File: src/rtl/hazard_ctrl_if.sv
// ---------------------------------------------------------------------------
// hazard_ctrl_if
//
// Purpose: bundles every hazard-detection input and every stall/flush output
// of the central pipeline hazard sequencer, so the controller and its
// surroundings connect through one port.
//
// Parameter:
//    CNT_W           width of the two performance counters
//
// Signals (pipeline -> controller):
//    id_rs1, id_rs2          source registers of the instruction in ID
//    id_uses_rs1/rs2         ID instruction actually reads rs1 / rs2
//    ex_rd, ex_MemRead       destination and load flag of the instruction in EX
//    ex_branch_taken         branch/jump in EX resolved taken
//    ex_md_start             EX holds a multi-cycle mul/div op
//    md_done                 mul/div result valid (one-cycle pulse)
//    mem_req, dmem_ready     MEM stage access and data memory completion
// Signals (controller -> pipeline):
//    pc_stall, if_id_stall, if_id_flush, id_ex_stall, id_ex_flush,
//    ex_mem_stall, ex_mem_flush    pipeline register controls
//    md_timeout                    sticky mul/div watchdog error
//    stall_cycles, flush_events    performance counters
//
// Modports: master = pipeline side, slave = hazard controller side.
// ---------------------------------------------------------------------------
interface hazard_ctrl_if #(
   parameter int CNT_W = 32
);
   logic [4:0]       id_rs1;
   logic [4:0]       id_rs2;
   logic             id_uses_rs1;
   logic             id_uses_rs2;
   logic [4:0]       ex_rd;
   logic             ex_MemRead;
   logic             ex_branch_taken;
   logic             ex_md_start;
   logic             md_done;
   logic             mem_req;
   logic             dmem_ready;

   logic             pc_stall;
   logic             if_id_stall;
   logic             if_id_flush;
   logic             id_ex_stall;
   logic             id_ex_flush;
   logic             ex_mem_stall;
   logic             ex_mem_flush;
   logic             md_timeout;
   logic [CNT_W-1:0] stall_cycles;
   logic [CNT_W-1:0] flush_events;

   modport master (
      output id_rs1, id_rs2, id_uses_rs1, id_uses_rs2, ex_rd, ex_MemRead,
             ex_branch_taken, ex_md_start, md_done, mem_req, dmem_ready,
      input  pc_stall, if_id_stall, if_id_flush, id_ex_stall, id_ex_flush,
             ex_mem_stall, ex_mem_flush, md_timeout, stall_cycles, flush_events
   );

   modport slave (
      input  id_rs1, id_rs2, id_uses_rs1, id_uses_rs2, ex_rd, ex_MemRead,
             ex_branch_taken, ex_md_start, md_done, mem_req, dmem_ready,
      output pc_stall, if_id_stall, if_id_flush, id_ex_stall, id_ex_flush,
             ex_mem_stall, ex_mem_flush, md_timeout, stall_cycles, flush_events
   );
endinterface

File: src/rtl/hazard_ctrl.sv
// ---------------------------------------------------------------------------
// hazard_ctrl
//
// Purpose: central stall/flush sequencer for the 5-stage pipeline. It sits
// beside decode and resolves, in priority order, data-memory wait, multi-cycle
// mul/div busy, mul/div start, taken-branch redirect and load-use hazards.
// Exactly one hazard class drives the pipeline controls in any cycle.
//
// Parameters:
//    MD_TIMEOUT   max non-frozen cycles spent in MD_BUSY before the watchdog
//                 fires (>= 2)
//    CNT_W        width of the performance counters
//
// Ports:
//    clk     rising-edge clock
//    reset   asynchronous, active-high reset
//    hz      hazard_ctrl_if.slave: hazard inputs in, stall/flush controls,
//            md_timeout and performance counters out
//
// Optional feature: define HAZ_PERF_CNT_EN to build the stall_cycles and
// flush_events counters; without it both outputs are tied to zero and no
// counter flops exist.
// ---------------------------------------------------------------------------
module hazard_ctrl #(
   parameter int MD_TIMEOUT = 64,
   parameter int CNT_W      = 32
) (
   input logic          clk,
   input logic          reset,
   hazard_ctrl_if.slave hz
);

   typedef enum logic {RUN, MD_BUSY} state_t;

   localparam int                MDC_W   = (MD_TIMEOUT > 2) ? $clog2(MD_TIMEOUT) : 1;
   localparam logic [MDC_W-1:0]  MD_LAST = MDC_W'(MD_TIMEOUT - 1);

   state_t           state_q, state_d;
   logic [MDC_W-1:0] md_cnt_q, md_cnt_d;
   logic             md_timeout_q, md_timeout_d;

   logic mem_freeze;
   logic load_use;
   logic pc_stall_c, if_id_stall_c, if_id_flush_c;
   logic id_ex_stall_c, id_ex_flush_c, ex_mem_stall_c, ex_mem_flush_c;

   // A MEM access that has not completed freezes the whole front of the
   // pipeline, including EX, so whatever sits in EX (branch, mul/div start,
   // load) is simply re-evaluated once memory answers.
   assign mem_freeze = hz.mem_req && !hz.dmem_ready;

   // Load in EX whose destination feeds the instruction in ID. x0 is never a
   // real dependency, so ex_rd==0 is excluded.
   assign load_use = hz.ex_MemRead && (hz.ex_rd != 5'd0) &&
                     ((hz.id_uses_rs1 && (hz.id_rs1 == hz.ex_rd)) ||
                      (hz.id_uses_rs2 && (hz.id_rs2 == hz.ex_rd)));

   // Priority resolver and next-state logic. Each branch of the if/else chain
   // is one hazard class; the first that matches owns all control outputs for
   // the cycle. In MD_BUSY the result-done cycle releases every stall so the
   // EX/MEM register captures the mul/div result on the same edge that takes
   // the FSM back to RUN. The watchdog fires on the last permitted busy cycle
   // and forces RUN so the pipeline can never hang on a dead unit.
   always_comb begin
      pc_stall_c     = 1'b0;
      if_id_stall_c  = 1'b0;
      if_id_flush_c  = 1'b0;
      id_ex_stall_c  = 1'b0;
      id_ex_flush_c  = 1'b0;
      ex_mem_stall_c = 1'b0;
      ex_mem_flush_c = 1'b0;
      state_d        = state_q;
      md_cnt_d       = md_cnt_q;
      md_timeout_d   = md_timeout_q;

      if (mem_freeze) begin
         pc_stall_c     = 1'b1;
         if_id_stall_c  = 1'b1;
         id_ex_stall_c  = 1'b1;
         ex_mem_stall_c = 1'b1;
      end else if (state_q == MD_BUSY) begin
         if (hz.md_done) begin
            state_d  = RUN;
            md_cnt_d = '0;
         end else begin
            pc_stall_c     = 1'b1;
            if_id_stall_c  = 1'b1;
            id_ex_stall_c  = 1'b1;
            ex_mem_flush_c = 1'b1;
            if (md_cnt_q == MD_LAST) begin
               md_timeout_d = 1'b1;
               state_d      = RUN;
               md_cnt_d     = '0;
            end else begin
               md_cnt_d = md_cnt_q + MDC_W'(1);
            end
         end
      end else if (hz.ex_md_start && !hz.md_done) begin
         pc_stall_c     = 1'b1;
         if_id_stall_c  = 1'b1;
         id_ex_stall_c  = 1'b1;
         ex_mem_flush_c = 1'b1;
         state_d        = MD_BUSY;
         md_cnt_d       = '0;
      end else if (hz.ex_branch_taken) begin
         if_id_flush_c = 1'b1;
         id_ex_flush_c = 1'b1;
      end else if (load_use) begin
         pc_stall_c    = 1'b1;
         if_id_stall_c = 1'b1;
         id_ex_flush_c = 1'b1;
      end
   end

   // FSM state, mul/div watchdog counter and the sticky timeout flag.
   always_ff @(posedge clk or posedge reset) begin
      if (reset) begin
         state_q      <= RUN;
         md_cnt_q     <= '0;
         md_timeout_q <= 1'b0;
      end else begin
         state_q      <= state_d;
         md_cnt_q     <= md_cnt_d;
         md_timeout_q <= md_timeout_d;
      end
   end

   // Controls are combinational, so they are gated with reset to guarantee a
   // quiet pipeline for as long as reset is held.
   assign hz.pc_stall     = pc_stall_c     && !reset;
   assign hz.if_id_stall  = if_id_stall_c  && !reset;
   assign hz.if_id_flush  = if_id_flush_c  && !reset;
   assign hz.id_ex_stall  = id_ex_stall_c  && !reset;
   assign hz.id_ex_flush  = id_ex_flush_c  && !reset;
   assign hz.ex_mem_stall = ex_mem_stall_c && !reset;
   assign hz.ex_mem_flush = ex_mem_flush_c && !reset;
   assign hz.md_timeout   = md_timeout_q;

`ifdef HAZ_PERF_CNT_EN
   logic [CNT_W-1:0] stall_cycles_q, stall_cycles_d;
   logic [CNT_W-1:0] flush_events_q, flush_events_d;

   // Counters wrap naturally at 2^CNT_W.
   always_comb begin
      stall_cycles_d = stall_cycles_q;
      flush_events_d = flush_events_q;
      if (hz.pc_stall) begin
         stall_cycles_d = stall_cycles_q + CNT_W'(1);
      end
      if (hz.if_id_flush || hz.id_ex_flush) begin
         flush_events_d = flush_events_q + CNT_W'(1);
      end
   end

   // Performance counter registers.
   always_ff @(posedge clk or posedge reset) begin
      if (reset) begin
         stall_cycles_q <= '0;
         flush_events_q <= '0;
      end else begin
         stall_cycles_q <= stall_cycles_d;
         flush_events_q <= flush_events_d;
      end
   end

   assign hz.stall_cycles = stall_cycles_q;
   assign hz.flush_events = flush_events_q;
`else
   assign hz.stall_cycles = {CNT_W{1'b0}};
   assign hz.flush_events = {CNT_W{1'b0}};
`endif

endmodule

File: src/flat_wrapper.sv
// flat-port wrapper written by rule: the top's interface ports become plain ports
module hazard_ctrl_flat 
#(
   parameter int MD_TIMEOUT = 64,
   parameter int CNT_W      = 32
)
  (clk, reset, hz_id_rs1, hz_id_rs2, hz_id_uses_rs1, hz_id_uses_rs2, hz_ex_rd, hz_ex_MemRead, hz_ex_branch_taken, hz_ex_md_start, hz_md_done, hz_mem_req, hz_dmem_ready, hz_pc_stall, hz_if_id_stall, hz_if_id_flush, hz_id_ex_stall, hz_id_ex_flush, hz_ex_mem_stall, hz_ex_mem_flush, hz_md_timeout, hz_stall_cycles, hz_flush_events);
  hazard_ctrl_if #(.CNT_W(CNT_W)) hz_i ();
  input logic clk;
  input logic reset;
  input wire logic [$bits(hz_i.id_rs1)-1:0] hz_id_rs1;
  input wire logic [$bits(hz_i.id_rs2)-1:0] hz_id_rs2;
  input wire logic [$bits(hz_i.id_uses_rs1)-1:0] hz_id_uses_rs1;
  input wire logic [$bits(hz_i.id_uses_rs2)-1:0] hz_id_uses_rs2;
  input wire logic [$bits(hz_i.ex_rd)-1:0] hz_ex_rd;
  input wire logic [$bits(hz_i.ex_MemRead)-1:0] hz_ex_MemRead;
  input wire logic [$bits(hz_i.ex_branch_taken)-1:0] hz_ex_branch_taken;
  input wire logic [$bits(hz_i.ex_md_start)-1:0] hz_ex_md_start;
  input wire logic [$bits(hz_i.md_done)-1:0] hz_md_done;
  input wire logic [$bits(hz_i.mem_req)-1:0] hz_mem_req;
  input wire logic [$bits(hz_i.dmem_ready)-1:0] hz_dmem_ready;
  output wire logic [$bits(hz_i.pc_stall)-1:0] hz_pc_stall;
  output wire logic [$bits(hz_i.if_id_stall)-1:0] hz_if_id_stall;
  output wire logic [$bits(hz_i.if_id_flush)-1:0] hz_if_id_flush;
  output wire logic [$bits(hz_i.id_ex_stall)-1:0] hz_id_ex_stall;
  output wire logic [$bits(hz_i.id_ex_flush)-1:0] hz_id_ex_flush;
  output wire logic [$bits(hz_i.ex_mem_stall)-1:0] hz_ex_mem_stall;
  output wire logic [$bits(hz_i.ex_mem_flush)-1:0] hz_ex_mem_flush;
  output wire logic [$bits(hz_i.md_timeout)-1:0] hz_md_timeout;
  output wire logic [$bits(hz_i.stall_cycles)-1:0] hz_stall_cycles;
  output wire logic [$bits(hz_i.flush_events)-1:0] hz_flush_events;
  assign hz_i.id_rs1 = hz_id_rs1;
  assign hz_i.id_rs2 = hz_id_rs2;
  assign hz_i.id_uses_rs1 = hz_id_uses_rs1;
  assign hz_i.id_uses_rs2 = hz_id_uses_rs2;
  assign hz_i.ex_rd = hz_ex_rd;
  assign hz_i.ex_MemRead = hz_ex_MemRead;
  assign hz_i.ex_branch_taken = hz_ex_branch_taken;
  assign hz_i.ex_md_start = hz_ex_md_start;
  assign hz_i.md_done = hz_md_done;
  assign hz_i.mem_req = hz_mem_req;
  assign hz_i.dmem_ready = hz_dmem_ready;
  assign hz_pc_stall = hz_i.pc_stall;
  assign hz_if_id_stall = hz_i.if_id_stall;
  assign hz_if_id_flush = hz_i.if_id_flush;
  assign hz_id_ex_stall = hz_i.id_ex_stall;
  assign hz_id_ex_flush = hz_i.id_ex_flush;
  assign hz_ex_mem_stall = hz_i.ex_mem_stall;
  assign hz_ex_mem_flush = hz_i.ex_mem_flush;
  assign hz_md_timeout = hz_i.md_timeout;
  assign hz_stall_cycles = hz_i.stall_cycles;
  assign hz_flush_events = hz_i.flush_events;
  hazard_ctrl #(.MD_TIMEOUT(MD_TIMEOUT), .CNT_W(CNT_W)) u_core (.clk(clk), .reset(reset), .hz(hz_i));
endmodule
File: config.mk
export PLATFORM = sky130hd
export DESIGN_NAME = hazard_ctrl_flat
export DESIGN_NICKNAME = d
export VERILOG_FILES = /design/src/rtl/hazard_ctrl_if.sv /design/src/rtl/hazard_ctrl.sv /design/src/flat_wrapper.sv
export SDC_FILE = /design/constraint.sdc
export NUM_CORES = 1
export LEC_CHECK = 0
export CAP_MARGIN = 15
export CELL_PAD_IN_SITES_DETAIL_PLACEMENT = 1
export CELL_PAD_IN_SITES_GLOBAL_PLACEMENT = 1
export CORE_MARGIN = 4
export CORE_UTILIZATION = 21
export DETAILED_ROUTE_END_ITERATION = 10
export PLACE_DENSITY = 0.86
export RECOVER_POWER = 50
export SYNTH_ARGS = -nofsm -noshare
export SYNTH_HDL_FRONTEND = slang
export SYNTH_SLANG_ARGS = --single-unit
File: constraint.sdc
create_clock -name clk -period 1.7 [get_ports clk]
set_input_delay 0.17 -clock clk [delete_from_list [all_inputs] [get_ports clk]]
set_output_delay 0.17 -clock clk [all_outputs]
set_load 0.1 [all_outputs]
; ---- Word-level counts from Yosys, hierarchy flattened
; Index checks and enable logic that the tools add are counted.
[word_totals]
output_inout_bits = 72
register_bits = 8
word_cells = 55
[classes]
n_eq_ne = 3
bitwise_logic = 2
mux = 26
n_addsub = 1
n_reduce_logical = 20
[ops]
columns = cell, count
row1 = $mux W6, 4
row2 = $mux W1, 22
row3 = $logic_and A1 B1 Y1, 12
row4 = $eq A5 B5 Y1, 2
row5 = $add A6 B1 Y6 const B, 1
row6 = $eq A6 B6 Y1 const B, 1
row7 = $reduce_bool A5 Y1, 1
row8 = $reduce_and A4 Y1, 1
row9 = $logic_not A1 Y1, 3
row10 = $not A1 Y1, 2
row11 = $reduce_and A2 Y1, 1
row12 = $reduce_bool A2 Y1, 1
row13 = $logic_or A1 B1 Y1, 1

; ---- Depth between registers and ports, before layout
; Gate-level depths: netlist (run 1).
[logic_depth]
depth_word = 10
depth_mapped = 5

; ---- Least setup slack after synthesis (run 1)
; OpenSTA, ideal clock, no wires.
[synth_timing]
path_kind = reg-to-output
from = reg u_core.state_q
to = out hz_pc_stall
stages_incl_launch_ff = 6
slack_ns = -2.010
t_required_ns = 1.530
arrival_ns = 3.540
n_path_buf = 2
cell_sequence = dfrtp_1 > buf_2 > o21bai_1 > a21oi_1 > o21bai_1 > buf_4
[synth_between]
elab_chain_cells = 3
[synth_rtl]
columns = element, line_no
row1 = start: declaration, hazard_ctrl.sv:38  ; state_t state_q, state_d;
row2 = start signal: assignment, hazard_ctrl.sv:122  ; state_q <= state_d;
row3 = $mux W1 (2 in series), n/a
row4 = $logic_and A1 B1 Y1, n/a
row5 = end: declaration, flat_wrapper.sv:22  ; output wire logic [$bits(hz_i.pc_stall)-1:0] hz_pc_stall;
; No other way between the ends.

; ---- Worst setup path after layout (run 1)
[layout_timing]
from = reg u_core.state_q
to = out hz_id_ex_flush
[layout_between]
elab_chain_cells = 3
[layout_rtl]
columns = element, line_no
row1 = $mux W1, hazard_ctrl.sv:81  ; end else if (state_q == MD_BUSY) begin
row2 = $mux W1, hazard_ctrl.sv:76  ; if (mem_freeze) begin
row3 = $logic_and A1 B1 Y1, hazard_ctrl.sv:134  ; assign hz.id_ex_flush = id_ex_flush_c && !reset;
row4 = end: declaration, flat_wrapper.sv:26  ; output wire logic [$bits(hz_i.id_ex_flush)-1:0] hz_id_ex_flush;
; No other way between the ends.

==> results of run 1 <==
## per-stage QoR
step / util / power, W / hold WS, ns / setup TNS (ns)
3_5_place_dp: 0.291 / 0.00116 / 0.462 / -1.04
2_1_floorplan: - / 0.00112 / -0.0143 / -0.504
5_1_grt: 0.303 / 0.00143 / 0.344 / -0.108
6_report: 0.303 / 0.00138 / 0.298 / -0.00233
4_1_cts: 0.305 / 0.00138 / 0.236 / -0.0430
3_3_place_gp: 0.291 / 0.00115 / 0.452 / -1.07
## worst min path at each step
stage                           end  depth (start not counted)                  from
2_1_floorplan  u_core.hz.md_timeout                          1                 reset
3_3_place_gp   u_core.hz.md_timeout                          2  u_core.hz.md_timeout
3_5_place_dp   u_core.hz.md_timeout                          2  u_core.hz.md_timeout
4_1_cts              u_core.state_q                          3                 reset
5_1_grt          u_core.md_cnt_q[5]                          3                 reset
6_report         u_core.md_cnt_q[5]                          3                 reset
## worst reg2reg max path, stage by stage, from the launching register on
cell     delay (ns)
dfrtp_1        0.40
ha_1           0.24
and3_1         0.21
a31oi_1        0.30
a21oi_1        0.11
o22ai_1        0.15
## timing repair
item                                    4_1_cts  5_1_grt
cloned                                        0        0
pin swaps                                     7        4
endpoints found under the setup margin        4        4
setup buffers                                 0        0
gates resized for setup                      38       10
## logic make-up (layout without fill, tap and decap cells)
group / Yosys count / after routing / synth area share
simple gates: 30 / 30 / 0.158
xor+xnor: 10 / 10 / 0.0770
other cells: 1 / 64 / 0.00330
flops: 8 / 8 / 0.176
buf+inv: 71 / 52 / 0.450
fa+ha+maj: 1 / 1 / 0.0110
mux: 2 / 2 / 0.0187
compound gates: 19 / 19 / 0.106
## Yosys cell counts (2+ instances only)
master | number | area share
or4_1 | 3 | 0.020
buf_4 | 65 | 0.43
nand2b_1 | 4 | 0.022
nor2b_1 | 2 | 0.011
xnor2_1 | 2 | 0.015
o21bai_1 | 3 | 0.020
o21ai_0 | 5 | 0.022
a21oi_1 | 3 | 0.013
nand2_1 | 7 | 0.023
nor2_1 | 2 | 0.0066
nor4_1 | 3 | 0.017
xor2_1 | 8 | 0.062
o31ai_1 | 2 | 0.013
inv_1 | 5 | 0.017
dfrtp_1 | 8 | 0.18
## placed cells by master, fill, tap and decap left out, drive strengths merged, types with 2 or more instances in the layout
master	synthesis	final
clkbuf	0	5
and2	2	2
nand2	7	7
conb	1	64
dfrtp	8	8
inv	5	5
dlygate4sd2	0	11
nor2	2	2
clkdlybuf4s50	0	4
o21ai	7	7
nand2b	4	4
nor2b	3	3
nand3	2	2
buf	66	23
xor2	8	8
xnor2	2	2
o21bai	3	3
dlymetal6s2s	0	3
o31ai	2	2
nor4	3	3
a21oi	3	3
or4	3	3
## state kept, by name, summed over array words and instances (netlist names)
register and cells:
u_core.hz.md_timeout 1, u_core.md_cnt_q 6, u_core.state_q 1
## final cells by class
class | count | share of cell area
Inverter | 5 | 0.0120
Timing Repair Buffer | 44 | 0.281
Tap cell | 70 | 0.0559
Multi-Input combinational cell | 126 | 0.496
Sequential cell | 8 | 0.128
Clock buffer | 3 | 0.0263
## power groups by stage
stage          Clock, W  Combinational, W  Sequential [W]
2_1_floorplan         0          0.000912        0.000208
3_3_place_gp          0          0.000936        0.000211
3_5_place_dp          0          0.000944        0.000211
4_1_cts        0.000228          0.000946        0.000209
5_1_grt        0.000238          0.000981        0.000213
6_report       0.000221          0.000950        0.000211
## layer usage
| metal | share of wire | wire length [um] | track usage | up-vias |
|---|---|---|---|---|
| met5 | 0 | 0 | 0 | - |
| met4 | 0.014 | 41 | 0.0332 | 0 |
| met3 | 0.058 | 168 | 0.00219 | 4 |
| met2 | 0.55 | 1600 | 0.158 | 54 |
| met1 | 0.38 | 1090 | 0.0868 | 414 |
| li1 | - | - | - | 426 |
==> results.md, run 1 <==
* Pre-antenna DRT Iters at 2
* Post-synthesis cell count at about 140
* Syn Std Cell Area at 1140 um^2
* Clock share of power at 0.160
* Switching fraction of total power at 0.636
* Worst reg2reg path startpoint: u_core.md_cnt_q[0]
* Initial antenna violation count at 0
* Reg2reg end: u_core.md_cnt_q[3]
* Reg power frac at 0.153
* Finish-stage setup viols at 1
* Wire per inst at roughly 11 um
* Design Area, Final at between 1500 and 2000 um^2
* Fmax at between 500 and 600 MHz
* Register area at 201 um^2
* Max Root-Sink Buffers at 2
* Final std cells w/o fill at 256
* Antenna-violating nets left at 0
* Fill count at about 630
* CP arrival at 1.53 ns
* Synth Flop Type: dfrtp_1
* Async SR Flop Fraction at 1.00
* Final hold violation count at 0
* Core area at between 5000 and 6000 um^2
* #FFs+latches synth at 8
* Post-synth EDFFs at 0
* CP Max Fanout at 3
* GR Overflow Total at 0
* Yosys cell types at 35
* CTS Buf Count at 3
* R2R cell count at 5
* Area Overhead vs Synth at 37.8%
* First-iteration detailed-routing DRC count at 28
* Vias in the first global route at 930
* P_int at slightly above 0.0005 W
* Relative slew slack at 0.642
* Data required, critical path at around 1.5 ns
* Hold Crit Class: input port to async pin
* Gpl congestion at ~0.77
* Post-Synthesis Mean Instance Area at 8.01 um^2
* Dpl ws at -0.351 ns
* Clock root cell: clkbuf_8
* Layout cells sized above 1 at 0.258
* I/O Buffers at 32
* Gate power share at 0.687
* RSZ-0062 raised after global routing: true
* Failing checks: setup timing
* Outcome: finished with violations
* Worst setup EP type: primary output
* Crit-path cells: nor4_4, buf_4, and2_4, o21bai_4, buf_12
* GRT Util Overall at 0.0794
* Worst VDD drop at roughly 0.26 mV
* First-pass GRT wire length at 4.19 mm
* Std-Cell Rows at 26
* CP Launch Point: u_core.state_q
* Yosys warnings at 0
* Later-pin clock latency in the skew report at approximately 0.22 ns
* Area after DPL at about 1500 um^2
* CTS Hold Buffers Added at 0
* Top Family by Delay on Critical Path: flip-flops
* Critical Path Start Type: register
* Multi-input combinational cell area at 778 um^2
* Final period utilization at 1.00
* # clock sinks at 8
* Post-synthesis sequential area ratio at 0.176
* Die Y at about 80 um
* IO Pins at 97
* Reg2reg setup slack at roughly 0.20 ns
* Crit path capture: hz_id_ex_flush
* DP Wirelength at about 2.5 mm
* CTS tree: done
* Die area at 6660 um^2
* MaxCap Viol Count at 0
* Largest net degree at the start of global routing at 9
* Crit path buffers/inverters at 2
* Final wirelength at roughly 2.9 mm
* Clock-pin slew on the worst setup and hold paths at about 0.04 ns
* Final Max Slew Viols at 0
* Pin slew with the least headroom to its limit at ~0.54 ns
* Final #Nets at around 210
* Residual DRC count at 0
* Switching power at a little under 0.0009 W
* ANT cells at 0
* Clk_skew at between 0.004 and 0.005 ns
* CP max stage delay at about 0.43 ns
* Minimum clock period at about 1.7 ns
* Slowest stage cell, crit path: dfrtp_2
* Static leakage at 0.772 nW
* H-tree depth at 1
* Vias/cell at between 3 and 4
* Placed insts at 253
* Power Density at between 800 and 900 nW/um^2
* Critical path type: register to primary output
* Vias after detailed routing at 898
* Worst path depth at 5
* Post-route setup slack at -0.00233 ns
* Initial core utilization at 0.220
* Horiz. Die Dim at around 82 um
(Power assumes the default switching activity.)
==> run 2: changes to the inputs <==
--- a/config.mk
+++ b/config.mk
@@ -10,6 +10,7 @@
 export CELL_PAD_IN_SITES_GLOBAL_PLACEMENT = 1
 export CORE_MARGIN = 4
 export CORE_UTILIZATION = 21
+export CTS_BUF_LIST = sky130_fd_sc_hd__clkbuf_8
 export DETAILED_ROUTE_END_ITERATION = 10
 export PLACE_DENSITY = 0.86
 export RECOVER_POWER = 50
==> results of run 2 <==
Final layout, timing and power as in run 1 (identical DEF).
==> run 3: changes to the inputs <==
--- a/config.mk
+++ b/config.mk
@@ -14,6 +14,7 @@
 export DETAILED_ROUTE_END_ITERATION = 10
 export PLACE_DENSITY = 0.86
 export RECOVER_POWER = 50
+export SKIP_CTS_REPAIR_TIMING = 1
 export SYNTH_ARGS = -nofsm -noshare
 export SYNTH_HDL_FRONTEND = slang
 export SYNTH_SLANG_ARGS = --single-unit
==> run 3 against run 2 <==
The run still ends with setup timing left; combinational power grew 1%; clock skew is essentially flat; utilization grew 1.2 points; power grew 0.56%; critical path depth grew 1; routed wire length grew 5.4%; setup slack lost 0.021 ns; final cell count grew 0.39%; critical endpoint is now hz_if_id_stall; largest power group unchanged.
==> results.md, run 3 (synthesis results as in run 1) <==
* Max Root-Sink Buffers at 2 (unchanged)
* Vias/cell at 3.52 (was 3.51)
* CTS Buf Count at 3 (unchanged)
* IO Pins at 97 (unchanged)
* Max FFs per register at 6 (unchanged)
* Std-Cell Rows at 26 (unchanged)
* R2R cell count at 5 (unchanged)
* Post-route setup slack at -0.0231 ns (was -0.00233 ns)
* RSZ-0062 raised after global routing: true (unchanged)
* Hold Crit Class: input port to async pin (unchanged)
* Die area at 6660 um^2 (unchanged)
* # clock sinks at 8 (unchanged)
* Initial antenna violation count at 0 (unchanged)
* Data required, critical path at 1.53 ns (about the same)
* H-tree depth at 1 (unchanged)
* Outcome: finished with violations (unchanged)
* Gpl congestion at 0.775 (unchanged)
* Vias after detailed routing at 904 (was 898)
* Clock root cell: clkbuf_8 (unchanged)
* Pin slew with the least headroom to its limit at 0.540 ns (about the same)
* Min Hold Slack at 0.309 ns (was 0.298 ns)
* DP Wirelength at 2.47 mm (unchanged)
* Wire per inst at 11.9 um (was 11.3 um)
* Later-pin clock latency in the skew report at 0.22 ns (about the same)
* Top reg by flops: u_core.md_cnt_q (unchanged)
* Placed insts at 253 (unchanged)
* Failing checks: setup timing (unchanged)
* Relative slew slack at 0.642 (about the same)
* Clk_skew at 0.00371 ns (was 0.00402 ns)
* I/O Buffers at 32 (unchanged)
* Critical Path Start Type: input port (was register)
* Final period utilization at 1.01 (was 1.00)
* CP arrival at 1.55 ns (was 1.53 ns)
* MaxCap Viol Count at 0 (unchanged)
* Final std cells w/o fill at 257 (was 256)
* Layout cells sized above 1 at 0.246 (was 0.258)
* Commonest non-fill, non-tap cell in the layout: conb_1 (unchanged)
* Power Density at 852 nW/um^2 (was 882 nW/um^2)
* Final #Nets at 215 (was 214)
* Initial core utilization at 0.220 (unchanged)
* GR Overflow Total at 0 (unchanged)
* Antenna-violating nets left at 0 (unchanged)
* Area Overhead vs Synth at 43.3% (was 37.8%)
* First-pass GRT wire length at 4.03 mm (was 4.19 mm)
* Horiz. Die Dim at 81.6 um (unchanged)
* Worst setup EP type: primary output (unchanged)
* Residual DRC count at 0 (unchanged)
* Final Max Slew Viols at 0 (unchanged)
* Final wirelength at 3.06 mm (was 2.90 mm)
* Commonest non-fill, non-tap cells in the layout: conb_1 (64), dlymetal6s2s_1 (15), buf_4 (11), dfrtp_1 (8) (was conb_1 (64), dlygate4sd2_1 (11), buf_4 (11), xor2_1 (8))
* Finish-stage setup viols at 3 (was 1)
* GRT Util Overall at 0.0764 (was 0.0794)
* Vias in the first global route at 910 (was 930)
* Critical path type: input port to primary output (was register to primary output)
* Clock-pin slew on the worst setup and hold paths at 0.04 ns (about the same)
* CP Max Fanout at 3 (unchanged)
* CTS tree: done (unchanged)
* Largest net degree at the start of global routing at 9 (unchanged)
* Fmax at 580 MHz (was 587 MHz)
* Final hold violation count at 0 (unchanged)
* ANT cells at 0 (unchanged)
* Core area at 5170 um^2 (unchanged)
* Pre-antenna DRT Iters at 2 (unchanged)
* Static leakage at 0.869 nW (was 0.772 nW)
* Worst VDD drop at 0.260 mV (about the same)
* First-iteration detailed-routing DRC count at 27 (was 28)
* Die Y at 81.6 um (unchanged)
* Minimum clock period at 1.72 ns (was 1.70 ns)
## run 3: path summary, 6_finish.rpt
check | end | slack (ns) | startpoint
setup / recovery | hz_if_id_stall | -0.02 | hz_ex_rd[3]
hold / removal | u_core.state_q | 0.31 | reset
setup reg to reg | u_core.md_cnt_q[3] | 0.20 | u_core.md_cnt_q[0]
hold reg to reg | u_core.hz.md_timeout | 0.48 | u_core.hz.md_timeout
max in group asynchronous | u_core.md_cnt_q[1] | 1.14 | reset
min in group clk | u_core.state_q | 0.39 | hz_md_done
## run 3: where the power goes
| part | internal [W] | switching, W |
|---|---|---|
| Sequential | 0.000200 | 0.00000960 |
| Combinational | 0.000158 | 0.000803 |
| Clock | 0.000153 | 0.0000674 |
| Total | 0.000510 | 0.000880 |
## run 3: layout make-up
type | count | area (um^2)
Clock buffer | 3 | 41.3
Fill cell | 607 | 3540
Inverter | 5 | 18.8
Multi-Input combinational cell | 126 | 779
Sequential cell | 8 | 200
Tap cell | 70 | 87.6
Timing Repair Buffer | 45 | 503
## run 3: layer usage
metal | vias to the layer above | part of all wire | track usage
met1 | 419 | 0.37 | 0.0816
met3 | 4 | 0.064 | 0.00219
li1 | 427 | - | -
met5 | - | 0 | 0
met4 | 0 | 0.013 | 0.0332
met2 | 54 | 0.56 | 0.154
## run 3: critical path, cell delays in order
cell	delay [ns]
dlymetal6s2s_1	0.20
or4_4	0.18
o21ai_2	0.05
or4_4	0.55
o21bai_4	0.20
buf_12	0.20
## run 3: through the flow
step	power (W)	utilization	setup TNS (ns)	worst slack, ns	instance area [um^2]
after floorplan	0.00112	-	-0.504	-0.284	1450
after global placement	0.00115	0.291	-1.07	-0.363	1510
after detailed placement	0.00116	0.291	-1.04	-0.351	1510
after CTS	0.00138	0.299	-1.10	-0.360	1550
after global routing	0.00144	0.315	-0.325	-0.108	1630
final	0.00139	0.315	-0.0566	-0.0231	1630
